<file path="config.mk">
export PLATFORM = sky130hd
export DESIGN_NAME = i2c_reg_bank_flat
export DESIGN_NICKNAME = d
export VERILOG_FILES = /design/src/rtl/i2c_reg_bank_if.sv /design/src/rtl/i2c_reg_bank.sv /design/src/flat_wrapper.sv
export SDC_FILE = /design/constraint.sdc
export NUM_CORES = 1
export LEC_CHECK = 0
export ABC_AREA = 1
export CORE_MARGIN = 5
export CORE_UTILIZATION = 56
export DETAILED_ROUTE_END_ITERATION = 7
export HOLD_SLACK_MARGIN = 0.02
export PLACE_DENSITY = 0.82
export SKIP_CTS_REPAIR_TIMING = 1
export SYNTH_ARGS = -nofsm -noshare
export SYNTH_HDL_FRONTEND = slang
export SYNTH_SLANG_ARGS = --single-unit
</file>
<file path="constraint.sdc">
create_clock -name clk -period 1.54 [get_ports clk]
set_input_delay 0.308 -clock clk [delete_from_list [all_inputs] [get_ports clk]]
set_output_delay 0.308 -clock clk [all_outputs]
set_load 0.02 [all_outputs]
</file>
<file path="src/rtl/i2c_reg_bank_if.sv">
// Application bus between the I2C slave and the register bank.
// The slave drives address, direction and write strobes; the bank returns rdata.
`timescale 1ns/1ps
interface i2c_reg_bank_if;
  logic       rw;
  logic [7:0] addr;
  logic       wen;
  logic [7:0] wdata;
  logic       rdata_used;
  logic [7:0] rdata;

  // I2C slave side: issues accesses and captures read data
  modport master (
    output rw,
    output addr,
    output wen,
    output wdata,
    output rdata_used,
    input  rdata
  );

  // Register bank side: decodes accesses and supplies read data
  modport slave (
    input  rw,
    input  addr,
    input  wen,
    input  wdata,
    input  rdata_used,
    output rdata
  );
endinterface

</file>
<file path="src/rtl/i2c_reg_bank.sv">
// Register bank behind the I2C slave: ID, CTRL (with LOCK), DATA0/1,
// synchronised STATUS, sticky EVT flags (W1C and clear-on-read),
// IRQ enable, write counter and eight scratch registers.
`timescale 1ns/1ps
module i2c_reg_bank #(
  parameter logic [7:0] DEVICE_ID = 8'hA5
) (
  input  logic                 clk,
  input  logic                 rst_n,
  i2c_reg_bank_if.slave        bus,
  input  logic [7:0]           status_i,
  input  logic [7:0]           event_i,
  output logic [7:0]           ctrl_o,
  output logic [7:0]           data0_o,
  output logic [7:0]           data1_o,
  output logic                 irq_o
);

  // Register state
  logic [7:0] ctrl_r;
  logic [7:0] data0_r;
  logic [7:0] data1_r;
  logic [7:0] evt_r;
  logic [7:0] irq_en_r;
  logic [7:0] wcnt_r;
  logic [7:0] scratch_r [8];
  logic [7:0] status_meta_r;
  logic [7:0] status_sync_r;
  logic [7:0] rdata_r;
  logic       irq_r;

  // Decode and next-state signals
  logic       in_range_s;
  logic       wr_req_s;
  logic       lock_s;
  logic       sel_ctrl_s;
  logic       sel_data0_s;
  logic       sel_data1_s;
  logic       sel_evt_s;
  logic       sel_irq_en_s;
  logic       sel_scratch_s;
  logic       wr_ctrl_s;
  logic       wr_data0_s;
  logic       wr_data1_s;
  logic       wr_evt_s;
  logic       wr_irq_en_s;
  logic       wr_scratch_s;
  logic       wr_accept_s;
  logic       rd_evt_used_s;
  logic [7:0] evt_clr_s;
  logic [7:0] evt_next_s;
  logic [7:0] map_data_s;
  logic [7:0] rd_data_s;

  // Write decode: pick the target register, then gate with strobe, range and LOCK
  always_comb begin
    in_range_s    = (bus.addr[7:4] == 4'h0);
    wr_req_s      = bus.wen && !bus.rw && in_range_s;
    lock_s        = ctrl_r[7];
    sel_ctrl_s    = 1'b0;
    sel_data0_s   = 1'b0;
    sel_data1_s   = 1'b0;
    sel_evt_s     = 1'b0;
    sel_irq_en_s  = 1'b0;
    sel_scratch_s = 1'b0;
    case (bus.addr[3:0])
      4'h1:    sel_ctrl_s    = 1'b1;
      4'h2:    sel_data0_s   = 1'b1;
      4'h3:    sel_data1_s   = 1'b1;
      4'h5:    sel_evt_s     = 1'b1;
      4'h6:    sel_irq_en_s  = 1'b1;
      default: sel_scratch_s = bus.addr[3];
    endcase
    // CTRL, EVT and IRQ_EN ignore LOCK so the master can always unlock
    wr_ctrl_s    = wr_req_s && sel_ctrl_s;
    wr_evt_s     = wr_req_s && sel_evt_s;
    wr_irq_en_s  = wr_req_s && sel_irq_en_s;
    wr_data0_s   = wr_req_s && sel_data0_s   && !lock_s;
    wr_data1_s   = wr_req_s && sel_data1_s   && !lock_s;
    wr_scratch_s = wr_req_s && sel_scratch_s && !lock_s;
    wr_accept_s  = wr_ctrl_s || wr_evt_s || wr_irq_en_s ||
                   wr_data0_s || wr_data1_s || wr_scratch_s;
  end

  // EVT next value: clear from W1C data and from the captured read snapshot; new events win
  always_comb begin
    rd_evt_used_s = bus.rdata_used && (bus.addr == 8'h05);
    evt_clr_s     = (wr_evt_s ? bus.wdata : 8'h00) |
                    (rd_evt_used_s ? rdata_r : 8'h00);
    evt_next_s    = (evt_r & ~evt_clr_s) | event_i;
  end

  // Read mux: register map for the low nibble, zero when out of range
  always_comb begin
    case (bus.addr[3:0])
      4'h0:    map_data_s = DEVICE_ID;
      4'h1:    map_data_s = ctrl_r;
      4'h2:    map_data_s = data0_r;
      4'h3:    map_data_s = data1_r;
      4'h4:    map_data_s = status_sync_r;
      4'h5:    map_data_s = evt_r;
      4'h6:    map_data_s = irq_en_r;
      4'h7:    map_data_s = wcnt_r;
      default: map_data_s = scratch_r[bus.addr[2:0]];
    endcase
    rd_data_s = in_range_s ? map_data_s : 8'h00;
  end

  // Read/write control registers and the write counter
  always_ff @(posedge clk or negedge rst_n) begin
    if (!rst_n) begin
      ctrl_r   <= 8'h00;
      data0_r  <= 8'h00;
      data1_r  <= 8'h00;
      irq_en_r <= 8'h00;
      wcnt_r   <= 8'h00;
    end else begin
      if (wr_ctrl_s)   ctrl_r   <= bus.wdata;
      if (wr_data0_s)  data0_r  <= bus.wdata;
      if (wr_data1_s)  data1_r  <= bus.wdata;
      if (wr_irq_en_s) irq_en_r <= bus.wdata;
      if (wr_accept_s) wcnt_r   <= wcnt_r + 8'h01;
    end
  end

  // Scratch register file
  always_ff @(posedge clk or negedge rst_n) begin
    if (!rst_n) begin
      for (int i = 0; i < 8; i++) begin
        scratch_r[i] <= 8'h00;
      end
    end else if (wr_scratch_s) begin
      scratch_r[bus.addr[2:0]] <= bus.wdata;
    end
  end

  // Sticky event flags and the registered interrupt
  always_ff @(posedge clk or negedge rst_n) begin
    if (!rst_n) begin
      evt_r <= 8'h00;
      irq_r <= 1'b0;
    end else begin
      evt_r <= evt_next_s;
      irq_r <= |(evt_r & irq_en_r);
    end
  end

  // Two-flop synchroniser for the asynchronous status levels
  always_ff @(posedge clk or negedge rst_n) begin
    if (!rst_n) begin
      status_meta_r <= 8'h00;
      status_sync_r <= 8'h00;
    end else begin
      status_meta_r <= status_i;
      status_sync_r <= status_meta_r;
    end
  end

  // Registered read data; its value is the snapshot used for clear-on-read
  always_ff @(posedge clk or negedge rst_n) begin
    if (!rst_n) begin
      rdata_r <= 8'h00;
    end else begin
      rdata_r <= rd_data_s;
    end
  end

  assign bus.rdata = rdata_r;
  assign ctrl_o    = ctrl_r;
  assign data0_o   = data0_r;
  assign data1_o   = data1_r;
  assign irq_o     = irq_r;

endmodule

</file>
<file path="src/flat_wrapper.sv">
// flat-port wrapper written by rule: the top's interface ports become plain ports
module i2c_reg_bank_flat 
#(
  parameter logic [7:0] DEVICE_ID = 8'hA5
)
  (clk, rst_n, status_i, event_i, ctrl_o, data0_o, data1_o, irq_o, bus_rw, bus_addr, bus_wen, bus_wdata, bus_rdata_used, bus_rdata);
  i2c_reg_bank_if bus_i ();
  input  logic clk;
  input  logic rst_n;
  input  logic [7:0] status_i;
  input  logic [7:0] event_i;
  output logic [7:0] ctrl_o;
  output logic [7:0] data0_o;
  output logic [7:0] data1_o;
  output logic irq_o;
  input wire logic [$bits(bus_i.rw)-1:0] bus_rw;
  input wire logic [$bits(bus_i.addr)-1:0] bus_addr;
  input wire logic [$bits(bus_i.wen)-1:0] bus_wen;
  input wire logic [$bits(bus_i.wdata)-1:0] bus_wdata;
  input wire logic [$bits(bus_i.rdata_used)-1:0] bus_rdata_used;
  output wire logic [$bits(bus_i.rdata)-1:0] bus_rdata;
  assign bus_i.rw = bus_rw;
  assign bus_i.addr = bus_addr;
  assign bus_i.wen = bus_wen;
  assign bus_i.wdata = bus_wdata;
  assign bus_i.rdata_used = bus_rdata_used;
  assign bus_rdata = bus_i.rdata;
  i2c_reg_bank #(.DEVICE_ID(DEVICE_ID)) u_core (.clk(clk), .rst_n(rst_n), .bus(bus_i), .status_i(status_i), .event_i(event_i), .ctrl_o(ctrl_o), .data0_o(data0_o), .data1_o(data1_o), .irq_o(irq_o));
endmodule
</file>
==> flow_summary.toml, run 1 <==
[routing]
drt_wl_total_mm = 18.9
wire_per_inst_um = 18.0
antenna_left = 0
vias = 5813
vias_per_cell = 5.54
drcViolationCount = 0
drtIter0Drc = 706
drtPass1Iterations = 5

[layout]
final_util = 0.755
finalNetCount = 934
drive_above_1_share = 0.169
diodes = 0
final_area_um2 = 8220
syn2layout_area_growth_pct = 31.3

[synth]
yosysSeqAreaShare = 0.548
synth_area_leader_cell = "dfrtp_1"
syn_nets = 810
avgSynthCellArea_um2 = 8.11
ys_warn_count = 0
synthCells = 772
synth.top_cell.area_share = 0.548
synth_seq_cells = 137
ys_top_cells_by_area = "dfrtp_1, nand2_1, o21ai_0"
synth_cell_type_count = 30
synthesis.area_um2 = 6260

[clock_tree]
clkLatencyLatePin_ns = 0.55
cts-root-buf = "clkbuf_8"
cts_buffer_depth = 2
clock-sinks = 137
cts_tree = "yes"
path_clk_slew_ns = 0.07
htree_levels = 4
numCtsBuffers = 17

[die]
coreArea_um2 = 10900
io_pins = 70
die_h_um = 116
placementRows = 38
start_util = 0.575
die_width_um = 116
die-area_um2 = 13400

[place]
placed_area_um2 = 7600
post-dp-hpwl_mm = 13.3
port_buffers = 69
place_congestion = 0.954
pre_cts_slack_ns = -0.589

[sta]
finalSetupViolations = 0
fin_crit_sh = 0.990
post-route-min-period_ns = 1.52
fmax_ghz = 0.656
worst_pin_slew_ns = 0.388
hold_viol = 0
setup_ws_ns = 0.0160
rsz0062_at_grt = "true"
slew_headroom = 0.741
fin_skew_ns = 0.00674
slew_violations = 0

[worst_setup_path]
cp_common_cell = "buf_4"
crit_family = "simple AND/OR/NAND/NOR gates"
critPathLaunchType = "flip-flop"
critPathBufInv = 2
critPathKind = "flip-flop to flip-flop"
reg2reg_depth = 6
cp_max_fo = 8
cp_slowest_stage_delay_ns = 0.47
cp.arrival_ns = 1.96
worstPathRequired_ns = 1.97
regToRegSetupSlack_ns = 0.02
cp_cell_sequence = "nor2_1 -> buf_4 -> o21ai_4 -> buf_4 -> nand4_1 -> nand2_1"
rr_startpoint = "u_core.ctrl_o[7]"
cp-end-kind = "flip-flop"
worstReg2RegEnd = "u_core.wcnt_r[7]"
cp_slowest_cell = "dfrtp_2"

[global_route]
gr-usage-all-layers = 0.302
grt_pass1_vias = 5664
grt_antenna_before_repair = 0
grt_max_degree = 54
grt_pass1_wl_mm = 30.3
grt_overflow = 0

[pwr]
peakVddDrop_v = 0.00135
power_per_cell_area_nw_per_um2 = 1040
p_leak_nw = 4.42

[outcome]
status = "completed"

[worst_hold_path]
hp-class = "primary input to async pin"

[job]
drv_cap = 0
[worst reg2reg max path: stages, from the launching register on]
cell,delay [ns]
dfrtp_2,0.47
nor2_1,0.35
buf_4,0.20
o21ai_4,0.07
buf_4,0.17
nand4_1,0.09
nand2_1,0.06
[cells by family after synthesis]
family / count (synthesis) / synth area share
AO/OA/AOI/OAI: 114 / 0.0964
XOR/XNOR: 5 / 0.00700
adder cells (fa/ha/maj): 1 / 0.00200
buffers and inverters: 69 / 0.0510
flip-flops: 137 / 0.548
AND/OR/NAND/NOR: 446 / 0.296
[cell usage after synthesis]
library cell  number
a221oi_1           2
buf_1              1
buf_2              8
buf_4              1
buf_6              6
clkbuf_1          13
clkbuf_2           1
dfrtp_1          137
ha_1               1
inv_1             36
inv_2              3
nand2_1          270
nand2_2            4
nand3_1           31
nand3_2            1
nand4_1            9
nand4_2            2
nor2_1           106
nor2_2             4
nor2_8             1
nor3_1             2
nor3_2             1
nor3_4             1
o211ai_1           4
o21ai_0          103
o21ai_1            3
o21ai_2            1
o21ai_4            1
or2_2             14
xor2_1             5
[state kept, by name (all words and copies together), names as in the netlist, 8 cells and up]
| name | cells |
|---|---|
| u_core.bus.rdata | 8 |
| u_core.ctrl_o | 8 |
| u_core.data0_o | 8 |
| u_core.data1_o | 8 |
| u_core.evt_r | 8 |
| u_core.irq_en_r | 8 |
| u_core.scratch_r | 64 |
| u_core.status_meta_r | 8 |
| u_core.status_sync_r | 8 |
| u_core.wcnt_r | 8 |
[report_power, final]
group	switching (W)	leakage [nW]	internal, W
sequential	0.0000804	1.82	0.00371
combinational	0.000480	2.32	0.000354
clock	0.00167	0.270	0.00222
[cells in the final DEF (no fill, tap or decap), types with 14 or more instances in the layout]
master and count:
dlymetal6s2s_1 23, nand3_1 30, clkbuf_16 16, nand2_1 268, o21ai_0 103, clkdlybuf4s50_1 32, nor2_1 102, or2_2 14
inv_1 34, buf_4 51, dfrtp_1 136
[layer usage]
layer | vias to the layer above | track usage | wire (um)
li1 | 2710 | - | -
met1 | 2740 | 0.437 | 8240
met2 | 322 | 0.433 | 8220
met3 | 41 | 0.0846 | 1900
met4 | 0 | 0.118 | 513
met5 | - | 0 | 0
[through the flow]
| stage | hold slack [ns] | total power, W | cells | setup TNS, ns |
|---|---|---|---|---|
| after global placement | 0.163 | 0.00465 | 1016 | -50.26 |
| after global routing | 0.177 | 0.00880 | 1049 | -0.0265 |
| after floorplan | 0.0124 | 0.00418 | 772 | 0 |
| after detailed placement | 0.167 | 0.00468 | 1016 | -55.57 |
| final | 0.173 | 0.00851 | 1049 | 0 |
| after CTS | -0.421 | 0.00854 | 1048 | -12.26 |
[how the worst max path moves through the flow]
stage,cells past startpoint,endpoint,from,slack [ns]
finish,6,u_core.wcnt_r[7],u_core.ctrl_o[7],0.02
global route,6,u_core.wcnt_r[4],u_core.ctrl_o[7],-0.01
CTS,1,ctrl_o[7],u_core.ctrl_o[7],-0.52
detailed placement,10,u_core.wcnt_r[1],bus_addr[1],-0.59
global placement,10,u_core.wcnt_r[7],bus_addr[1],-0.52
floorplan,7,u_core.wcnt_r[0],bus_addr[2],0.05
[area by class of cell]
cell class / instances / area [um2]
multi-input combinational: 566 / 2550
tap: 140 / 175
sequential: 137 / 3430
timing repair buffer: 135 / 1350
fill: 768 / 2670
clock buffer: 18 / 428
clock inverter: 14 / 136
inverter: 39 / 151
Power figures use the tool's default switching activity.
==> run 2, diff against run 1 <==
--- a/config.mk
+++ b/config.mk
@@ -6,10 +6,11 @@
 export NUM_CORES = 1
 export LEC_CHECK = 0
 export ABC_AREA = 1
+export CAP_MARGIN = 20
 export CORE_MARGIN = 5
 export CORE_UTILIZATION = 56
 export DETAILED_ROUTE_END_ITERATION = 7
-export HOLD_SLACK_MARGIN = 0.02
+export HOLD_SLACK_MARGIN = 0.1
 export PLACE_DENSITY = 0.82
 export SKIP_CTS_REPAIR_TIMING = 1
 export SYNTH_ARGS = -nofsm -noshare
==> results of run 2 <==
No change in the layout: final DEF, timing and power equal those of run 1.
